`src/rtl/prog_fetch_ctrl.sv`:
```
// Instruction-fetch sequencer for the Nibbler program ROM.
// This module owns the 12-bit program counter and drives the ROM address with it.
// It assembles 1-byte and 2-byte instructions and hands each one to execute
// through a valid/ready handshake.
// Optional build macro PROG_FETCH_STEP_EN adds a `step` input.
// With it, every FETCH waits for a step pulse. The operand byte of a long
// instruction is still fetched without a second pulse.
//
// state         | meaning
// --------------+-----------------------------------------------------------
// FETCH         | latch opcode byte at pc, classify short/long, pc+1
// FETCH_OPERAND | latch second byte at pc, pc+1
// EXECUTE       | instruction presented; wait for exec_ready, apply jump/halt
// HALTED        | fetching stopped, pc frozen; only reset_n leaves this state

module prog_fetch_ctrl #(
    parameter logic [11:0] RESET_VECTOR = 12'h000,
    parameter logic [15:0] LONG_OP_MAP  = 16'h040F
) (
    input  logic        clk,
    input  logic        reset_n,
`ifdef PROG_FETCH_STEP_EN
    input  logic        step,
`endif
    output logic [11:0] rom_addr,
    input  logic [7:0]  rom_data,
    output logic [7:0]  instr,
    output logic [7:0]  operand,
    output logic        instr_long,
    output logic        instr_valid,
    input  logic        exec_ready,
    input  logic        jump_en,
    input  logic [11:0] jump_addr,
    input  logic        halt,
    output logic        halted,
    output logic [11:0] pc_out
);

    typedef enum logic [1:0] {
        FETCH         = 2'd0,
        FETCH_OPERAND = 2'd1,
        EXECUTE       = 2'd2,
        HALTED        = 2'd3
    } state_t;

    state_t      state;
    logic [11:0] pc;
    logic        fetch_go;
    logic        op_is_long;
    logic        accept;

`ifdef PROG_FETCH_STEP_EN
    assign fetch_go = step;
`else
    assign fetch_go = 1'b1;
`endif

    // The ROM is combinational, so the byte at pc is valid in the same cycle.
    assign rom_addr   = pc;
    assign pc_out     = pc;
    assign op_is_long = LONG_OP_MAP[rom_data[7:4]];
    assign accept     = (state == EXECUTE) && exec_ready;

    // Fetch/execute sequencer; every output it drives is registered.
    always_ff @(posedge clk or negedge reset_n) begin
        if (!reset_n) begin
            state       <= FETCH;
            pc          <= RESET_VECTOR;
            instr       <= 8'h00;
            operand     <= 8'h00;
            instr_long  <= 1'b0;
            instr_valid <= 1'b0;
            halted      <= 1'b0;
        end else begin
            case (state)
                FETCH: begin
                    if (fetch_go) begin
                        instr      <= rom_data;
                        instr_long <= op_is_long;
                        pc         <= pc + 12'd1;
                        if (op_is_long) begin
                            state <= FETCH_OPERAND;
                        end else begin
                            state       <= EXECUTE;
                            instr_valid <= 1'b1;
                        end
                    end
                end
                FETCH_OPERAND: begin
                    operand     <= rom_data;
                    pc          <= pc + 12'd1;
                    state       <= EXECUTE;
                    instr_valid <= 1'b1;
                end
                EXECUTE: begin
                    // jump_en and halt only count on the cycle that accepts.
                    if (accept) begin
                        instr_valid <= 1'b0;
                        if (jump_en) begin
                            pc <= jump_addr;
                        end
                        if (halt) begin
                            state  <= HALTED;
                            halted <= 1'b1;
                        end else begin
                            state <= FETCH;
                        end
                    end
                end
                HALTED: begin
                    instr_valid <= 1'b0;
                    halted      <= 1'b1;
                end
                default: begin
                    state <= FETCH;
                end
            endcase
        end
    end

endmodule

```
`config.mk`:
```
export PLATFORM = sky130hd
export DESIGN_NAME = prog_fetch_ctrl
export DESIGN_NICKNAME = d
export VERILOG_FILES = /design/src/rtl/prog_fetch_ctrl.sv
export SDC_FILE = /design/constraint.sdc
export NUM_CORES = 1
export LEC_CHECK = 0
export CAP_MARGIN = 30
export CORE_AREA = 3 3 68 70
export DETAILED_ROUTE_END_ITERATION = 6
export DIE_AREA = 0 0 71 73
export GPL_TIMING_DRIVEN = 0
export PLACE_DENSITY = 0.78
export SLEW_MARGIN = 20
export SYNTH_ARGS = -nofsm -noshare
export SYNTH_HDL_FRONTEND = slang
export SYNTH_SLANG_ARGS = --single-unit
```
`constraint.sdc`:
```
create_clock -name clk -period 2.4 [get_ports clk]
set_clock_uncertainty 0.1 [all_clocks]
set_input_delay 0.6 -clock clk [delete_from_list [all_inputs] [get_ports clk]]
set_output_delay 0.6 -clock clk [all_outputs]
set_load 0.01 [all_outputs]
```
==> results of run 1 <==
logic make-up (layout without fill, tap and decap cells):
logic type      count (synthesis)  in the layout  synth area share (%)
simple gates                   36             36                  10.7
buf+inv                        26            102                  8.97
fa+ha+maj                       6              6                  4.20
flops                          33             33                  46.3
compound gates                 42             42                  16.3
mux                            22             22                  13.6
sequential cells by signal (all words and copies together) (netlist names):
name / count
instr: 8
pc_out: 12
state: 2
operand: 8
instr_long: 1
halted: 1
instr_valid: 1
worst register-to-register path: stages (launching register included):
cell and delay [ns]:
dfrtp_1 0.42, inv_1 0.08, ha_1 0.19, buf_4 0.18, o21bai_4 0.26, and2_1 0.17
buf_4 0.17, nor3_2 0.06, a211oi_2 0.20
final timing paths:
path | startpoint | to | slack (ns) | cells past startpoint
setup / recovery | pc_out[7] | rom_addr[7] | 0.25 | 2
hold / removal | reset_n | pc_out[5] | 0.07 | 1
setup reg to reg | state[0] | pc_out[8] | 0.47 | 8
hold reg to reg | halted | halted | 0.38 | 2
max in group asynchronous | reset_n | pc_out[11] | 1.72 | 2
min in group clk | halted | halted | 0.38 | 2
metrics by stage:
stage / area, µm² / power (W) / hold WS, ns / instances
after floorplan: 1790 / 0.00227 / 0.204 / 165
after detailed placement: 2530 / 0.00320 / 0.360 / 283
final: 2620 / 0.00358 / 0.0727 / 291
after global routing: 2620 / 0.00384 / 0.0733 / 291
after global placement: 2520 / 0.00315 / 0.362 / 282
after CTS: 2620 / 0.00362 / 0.0706 / 291
cells in the final DEF, fill, tap and decap left out, types with 3 or more instances in the layout:
master	n
nor2_1	10
o22ai_1	3
o21ai_1	5
nor3_1	3
nand3_1	5
inv_1	8
buf_2	3
ha_1	6
a211oi_1	5
a21oi_1	11
mux2_2	18
nand2_1	6
a22oi_1	3
mux2i_1	4
dfrtp_1	33
buf_4	14
o21ai_0	3
clkdlybuf4s50_1	66
clkbuf_8	5
cell type report:
cell class,count,area [µm²]
sequential,33,826
tap,50,62.6
clock buffer,5,68.8
multi-input combinational,106,800
clock inverter,3,17.5
timing repair buffer,68,686
fill,343,1410
buffer,18,130
inverter,8,30.0
power groups by stage:
stage,Combinational [W],Clock [W],Sequential (W)
6_report,0.00211,0.000406,0.00106
3_3_place_gp,0.00209,0,0.00106
3_5_place_dp,0.00213,0,0.00107
4_1_cts,0.00214,0.000422,0.00106
5_1_grt,0.00230,0.000435,0.00111
2_1_floorplan,0.00112,0,0.00115
routing by layer:
layer	share of wire, %	wire [µm]
met2	50	2150
met5	0	0
met3	4.8	203
met1	44	1880
met4	1.0	43
==> impl_metrics.toml, run 1 <==
[status]
status = "complete, no violations"

[setup_path]
worst-setup-path-type = "reg -> out"
endpoint_kind = "output pin"
cp.required_ns = 1.70
critPathSlowestCell = "clkdlybuf4s50_1"
cp.arrival_ns = 1.45
cp-start-kind = "flip-flop"
critPathMaxStageDelay_ns = 0.52
critPathMaxFanout = 8
crit_family = "buffers and inverters"
cp_num_buf_inv = 2
path_cells = "buf_4 -> clkdlybuf4s50_1"

[synthesis]
async_flop_share_pct = 100
synth_area_um2 = 1790
syn_inst = 165
synth-edff-count = 0
syn_area_per_cell_um2 = 10.8
yosysSeqAreaShare_pct = 46.3
synth_nets = 196
ys_top_cells_by_area = "dfrtp_1, mux2_2, buf_4"
synth_ff_type = "dfrtp_1"
yosysMostFrequentCell = "dfrtp_1"
synth_common_cells = "dfrtp_1, mux2_2, buf_4"
synth_top_area_share_pct = 46.3
yosys.area.top_type = "dfrtp_1"
synth_cell_types = 42
ys_ff_latch = 33
yosysWarnings = 0

[timing]
period_share_pct = 89.8
rsz0062_at_grt = "no"
period_needed_ns = 2.15
final_max_slew_viol_count = 0
worstMarginPinSlew_ns = 0.479
hold_viol = 0
finalSetupTns_ns = 0
finalSetupViolations = 0
slew-limit-headroom_pct = 68.1
max_freq_mhz = 464
worst_slack_ns = 0.246

[clocking]
cts.clk_slew.worst_paths_ns = 0.07
cts_buffer_depth = 2
numCtsBuffers = 5
holdBufCountCts = 0
cts-resized-gates = 0
cts-root-buf = "clkbuf_8"
tritoncts = "yes"
clkLatencyLatePin_ns = 0.28
cts_sinks = 33
cts_setup_buffers = 0
htreeDepth = 2

[detailed_routing]
drtIter0Drc = 94
drc = 0
avgViaCountPerCell = 5.12
routed_wl_mm = 4.27
wire_per_inst_um = 14.7
ant_nets = 0
via_count = 1491
drtPass1Iterations = 4

[power_and_ir_drop]
combPwrFrac_pct = 59.0
ir_drop_uv = 538
leakage_nw = 1.08
p_sw_share_pct = 37.7
power.internal_w = 0.00223
seqPwrFrac_pct = 29.7
power_density_nw_per_um2 = 1370
p_sw_w = 0.00135
power.clock.fraction_pct = 11.4

[cells_and_area]
n_antenna_cell = 0
area_delta_synth_final_pct = 46.7
fin_util_pct = 65.0
drive_gt1_share_pct = 20.7
fin_nets = 271

[global_route]
grt_max_degree = 25
grt_use_total_pct = 16.8
overflow = 0
grt_use_met3_pct = 3.31
grt_pass1_vias = 1462
grt_pass1_wl_mm = 7.04
antenna_found_initial = 0
use_met2_pct = 28.4
top_usage_layer = "met2"
met1_usage_pct = 22.1

[floorplanning]
dieArea_um2 = 5180
die_w_um = 71
core_area_um2 = 4030
ioPinCount = 68
die_y_um = 73
rows = 23
initial_utilization_pct = 44.3

[placed_design]
numPortBuffers = 67
hpwl_mm = 3.26
place_ws_ns = 0.218
place.gp.congestion = 0.822

[hold_path]
worst_hold_path_type = "in -> async"

[job]
maxCapViolations = 0
No activity file was read; power rests on OpenSTA's default activity.
==> run 2, diff against run 1 <==
Settings changed: SLEW_MARGIN 20 to 10.
==> run 2 against run 1 <==
Net effect:
- routed wire length grew 2.2%
- worst setup slack lost 0.023 ns
- sequential power is essentially flat
- first-iteration DRC count shrank 39%
==> impl_metrics.toml, run 2 (synthesis gave the netlist of run 1 again) <==
[status]
status = "complete, no violations"

[timing]
slew-limit-headroom_pct = 50.1
finalSetupViolations = 0
hold_viol = 0
final_max_slew_viol_count = 0
max_freq_mhz = 459
period_share_pct = 90.7
rsz0062_at_grt = "no"
worstMarginPinSlew_ns = 0.749
period_needed_ns = 2.18

[detailed_routing]
ant_nets = 0
drc = 0
via_count = 1514
drtIter0Drc = 57
drtPass1Iterations = 4
routed_wl_mm = 4.36
avgViaCountPerCell = 5.22
wire_per_inst_um = 15.0

[cells_and_area]
fin_nets = 270
largest_reg_flops = 12
multiInputGateArea_um2 = 800
stdcell_count = 290
drive_gt1_share_pct = 20.4
fin_util_pct = 64.5
final_cell_mix = "clkdlybuf4s50_1, dfrtp_1, mux2_2"
seqCellArea_um2 = 826
area_delta_synth_final_pct = 45.6
final_common_cell = "clkdlybuf4s50_1"
n_antenna_cell = 0
fillers = 344
final_area_um2 = 2600

[setup_path]
cp.required_ns = 1.70
cp-start-kind = "flip-flop"
critPathMaxFanout = 8
endpoint_kind = "output pin"
worst-setup-path-type = "reg -> out"
cp.arrival_ns = 1.48

[clocking]
cts_setup_buffers = 0
htreeDepth = 2
cts_buffer_depth = 2
numCtsBuffers = 5
cts-resized-gates = 0
tritoncts = "yes"
cts-root-buf = "clkbuf_8"
clkLatencyLatePin_ns = 0.30
cts_sinks = 33
cts.clk_slew.worst_paths_ns = 0.08
holdBufCountCts = 0

[floorplanning]
die_w_um = 71
die_y_um = 73
ioPinCount = 68
dieArea_um2 = 5180
initial_utilization_pct = 44.3
rows = 23
core_area_um2 = 4030

[global_route]
grt_max_degree = 34
overflow = 0
antenna_found_initial = 0
grt_pass1_wl_mm = 7.12
grt_use_total_pct = 17.5
grt_pass1_vias = 1503

[power_and_ir_drop]
power.clock.fraction_pct = 11.6
seqPwrFrac_pct = 29.7
ir_drop_uv = 559
power_density_nw_per_um2 = 1380
fin_total_pwr_w = 0.00359
power.internal_w = 0.00222
combPwrFrac_pct = 58.7
p_sw_w = 0.00137
p_sw_share_pct = 38.1
leakage_nw = 1.08

[placed_design]
post_dp_cell_area_um2 = 2510
hpwl_mm = 3.21
numPortBuffers = 67
place.gp.congestion = 0.822
place_inst = 282

[job]
maxCapViolations = 0

[hold_path]
worst_hold_path_type = "in -> async"
-- run 2: routing by layer --
layer  GRT usage (%)  vias up  routed length, µm
met2            28.6       44               2180
met3            2.48        5                210
met5               0        -                  0
met1            22.7      731               1910
li1                -      734                  -
met4            8.77        0                 64
-- run 2: worst max-delay path, stage by stage (launching register included) --
cell and delay (ns):
dfrtp_1 0.50, buf_4 0.16, clkdlybuf4s50_1 0.52
-- run 2: through the flow --
step           setup TNS (ns)  setup slack [ns]  hold slack [ns]
3_3_place_gp            -2.15           -0.0667            0.362
5_1_grt                     0             0.187            0.316
3_5_place_dp                0             0.207            0.368
6_report                    0             0.223            0.258
2_1_floorplan               0             0.686            0.204
4_1_cts                     0             0.236            0.286
-- run 2: worst paths after layout --
check	start	end	slack, ns	cells after the start
worst max-delay path	pc_out[7]	rom_addr[7]	0.22	2
worst min-delay path	reset_n	operand[0]	0.26	1
worst max register to register	state[0]	pc_out[4]	0.48	7
worst min register to register	instr_long	instr_long	0.38	1
max in group asynchronous	reset_n	pc_out[11]	1.45	1
min in group clk	instr_long	instr_long	0.38	1
-- run 2: final cells by class --
type | count | area share (%)
Timing Repair Buffer | 67 | 25.6
Clock inverter | 3 | 0.674
Inverter | 8 | 1.15
Multi-Input combinational cell | 106 | 30.8
Clock buffer | 5 | 2.65
Buffer | 18 | 5.00
Tap cell | 50 | 2.41
Sequential cell | 33 | 31.8
-- run 2: power by group through the flow --
stage / clock network, W / registers (W) / logic [W]
floorplan: 0 / 0.00115 / 0.00112
global placement: 0 / 0.00106 / 0.00209
detailed placement: 0 / 0.00108 / 0.00213
CTS: 0.000428 / 0.00107 / 0.00213
global route: 0.000448 / 0.00111 / 0.00230
finish: 0.000417 / 0.00107 / 0.00211
==> run 3, diff against run 2 <==
Settings changed: MAX_ROUTING_LAYER set to met4.
==> run 3 against run 2 <==
Net effect:
- global-route usage up 0.61 points
- die area is the same
- sequential cell count stayed put
- worst setup slack gained 0.0065 ns
- final cell count is the same
- combinational power is essentially flat
- non-clock buffer count did not move
- register-to-register slack hardly changed
- critical endpoint unchanged
- largest power group unchanged
- highest routed layer unchanged
==> impl_metrics.toml, run 3 (synthesis gave the netlist of run 1 again) <==
[cells_and_area]
fin_util_pct = 64.5
fillers = 344
final_cell_mix = "clkdlybuf4s50_1, dfrtp_1, mux2_2"
n_antenna_cell = 0
area_delta_synth_final_pct = 45.6
fin_nets = 270
final_common_cell = "clkdlybuf4s50_1"
largest_reg_flops = 12
drive_gt1_share_pct = 20.4

[clocking]
cts_buffer_depth = 2
cts-resized-gates = 0
cts_setup_buffers = 0
tritoncts = "yes"
cts_sinks = 33
htreeDepth = 2
numCtsBuffers = 5
holdBufCountCts = 0
cts.clk_slew.worst_paths_ns = 0.08
cts-root-buf = "clkbuf_8"
clkLatencyLatePin_ns = 0.29

[setup_path]
cp.arrival_ns = 1.47
critPathMaxFanout = 8
rr_worst_depth = 7
cp-start-kind = "flip-flop"
worst-setup-path-type = "reg -> out"
endpoint_kind = "output pin"
cp.required_ns = 1.70

[timing]
slew-limit-headroom_pct = 50.1
rsz0062_at_grt = "no"
final_max_slew_viol_count = 0
finalSetupViolations = 0
period_needed_ns = 2.17
period_share_pct = 90.4
worstMarginPinSlew_ns = 0.749
hold_viol = 0
worst_slack_ns = 0.230
max_freq_mhz = 461

[floorplanning]
dieArea_um2 = 5180
ioPinCount = 68
initial_utilization_pct = 44.3
rows = 23
die_y_um = 73
core_area_um2 = 4030
die_w_um = 71

[detailed_routing]
m1WireLength_mm = 1.93
highest_layer = "met4"
routed_wl_mm = 4.34
ant_nets = 0
wire_per_inst_um = 15.0
drc = 0
route.met2.wl_mm = 2.18
avgViaCountPerCell = 5.21
via_count = 1512
drtIter0Drc = 53
wl_met3_um = 190
drtPass1Iterations = 4

[status]
status = "complete, no violations"

[power_and_ir_drop]
leakage_nw = 1.08
power_density_nw_per_um2 = 1380
ir_drop_uv = 556

[global_route]
grt_pass1_vias = 1502
grt_pass1_wl_mm = 7.13
antenna_found_initial = 0
overflow = 0
grt_max_degree = 34
grt_use_total_pct = 18.1

[placed_design]
hpwl_mm = 3.21
place.gp.congestion = 0.834
numPortBuffers = 67
place_ws_ns = 0.207

[job]
maxCapViolations = 0

[hold_path]
worst_hold_path_type = "in -> async"
==> run 3: cell counts in the layout (fill, tap and decap cells not counted) <==
Identical to the previous run, type by type.
==> run 3: layout make-up <==
cell class | instances | area (µm²) | share of cell area [%]
timing repair buffer | 67 | 666 | 25.6
inverter | 8 | 30.0 | 1.15
buffer | 18 | 130 | 5.00
tap | 50 | 62.6 | 2.41
multi-input combinational | 106 | 800 | 30.8
sequential | 33 | 826 | 31.8
clock buffer | 5 | 68.8 | 2.65
clock inverter | 3 | 17.5 | 0.674
==> run 3: worst paths after layout <==
check	start	to	slack (ns)
max	pc_out[7]	rom_addr[7]	0.23
min	reset_n	operand[0]	0.26
max reg2reg	state[0]	pc_out[4]	0.48
min reg2reg	instr_long	instr_long	0.38
max in group asynchronous	reset_n	pc_out[11]	1.44
min in group clk	instr_long	instr_long	0.38
==> run 3: through the flow <==
stage	std cells	area, µm²	TNS, ns	total power, W	hold slack [ns]
2_1_floorplan	165	1790	0	0.00227	0.204
3_3_place_gp	282	2520	-2.15	0.00315	0.362
3_5_place_dp	282	2510	0	0.00320	0.368
4_1_cts	290	2600	0	0.00363	0.286
5_1_grt	290	2600	0	0.00387	0.311
6_report	290	2600	0	0.00359	0.262
==> run 3: power breakdown <==
part	internal, W	switching (W)
sequential	0.000824	0.000242
clock	0.000200	0.000214
combinational	0.00120	0.000909
==> run 3: per-layer routing <==
layer	vias up	GRT usage (%)
met5	-	-
met4	0	6.89
met3	5	4.13
met2	41	28.6
met1	732	22.7
li1	734	-
==> run 3: critical path: stages, from the launching register on <==
cell	delay [ns]
dfrtp_1	0.50
buf_4	0.16
clkdlybuf4s50_1	0.52
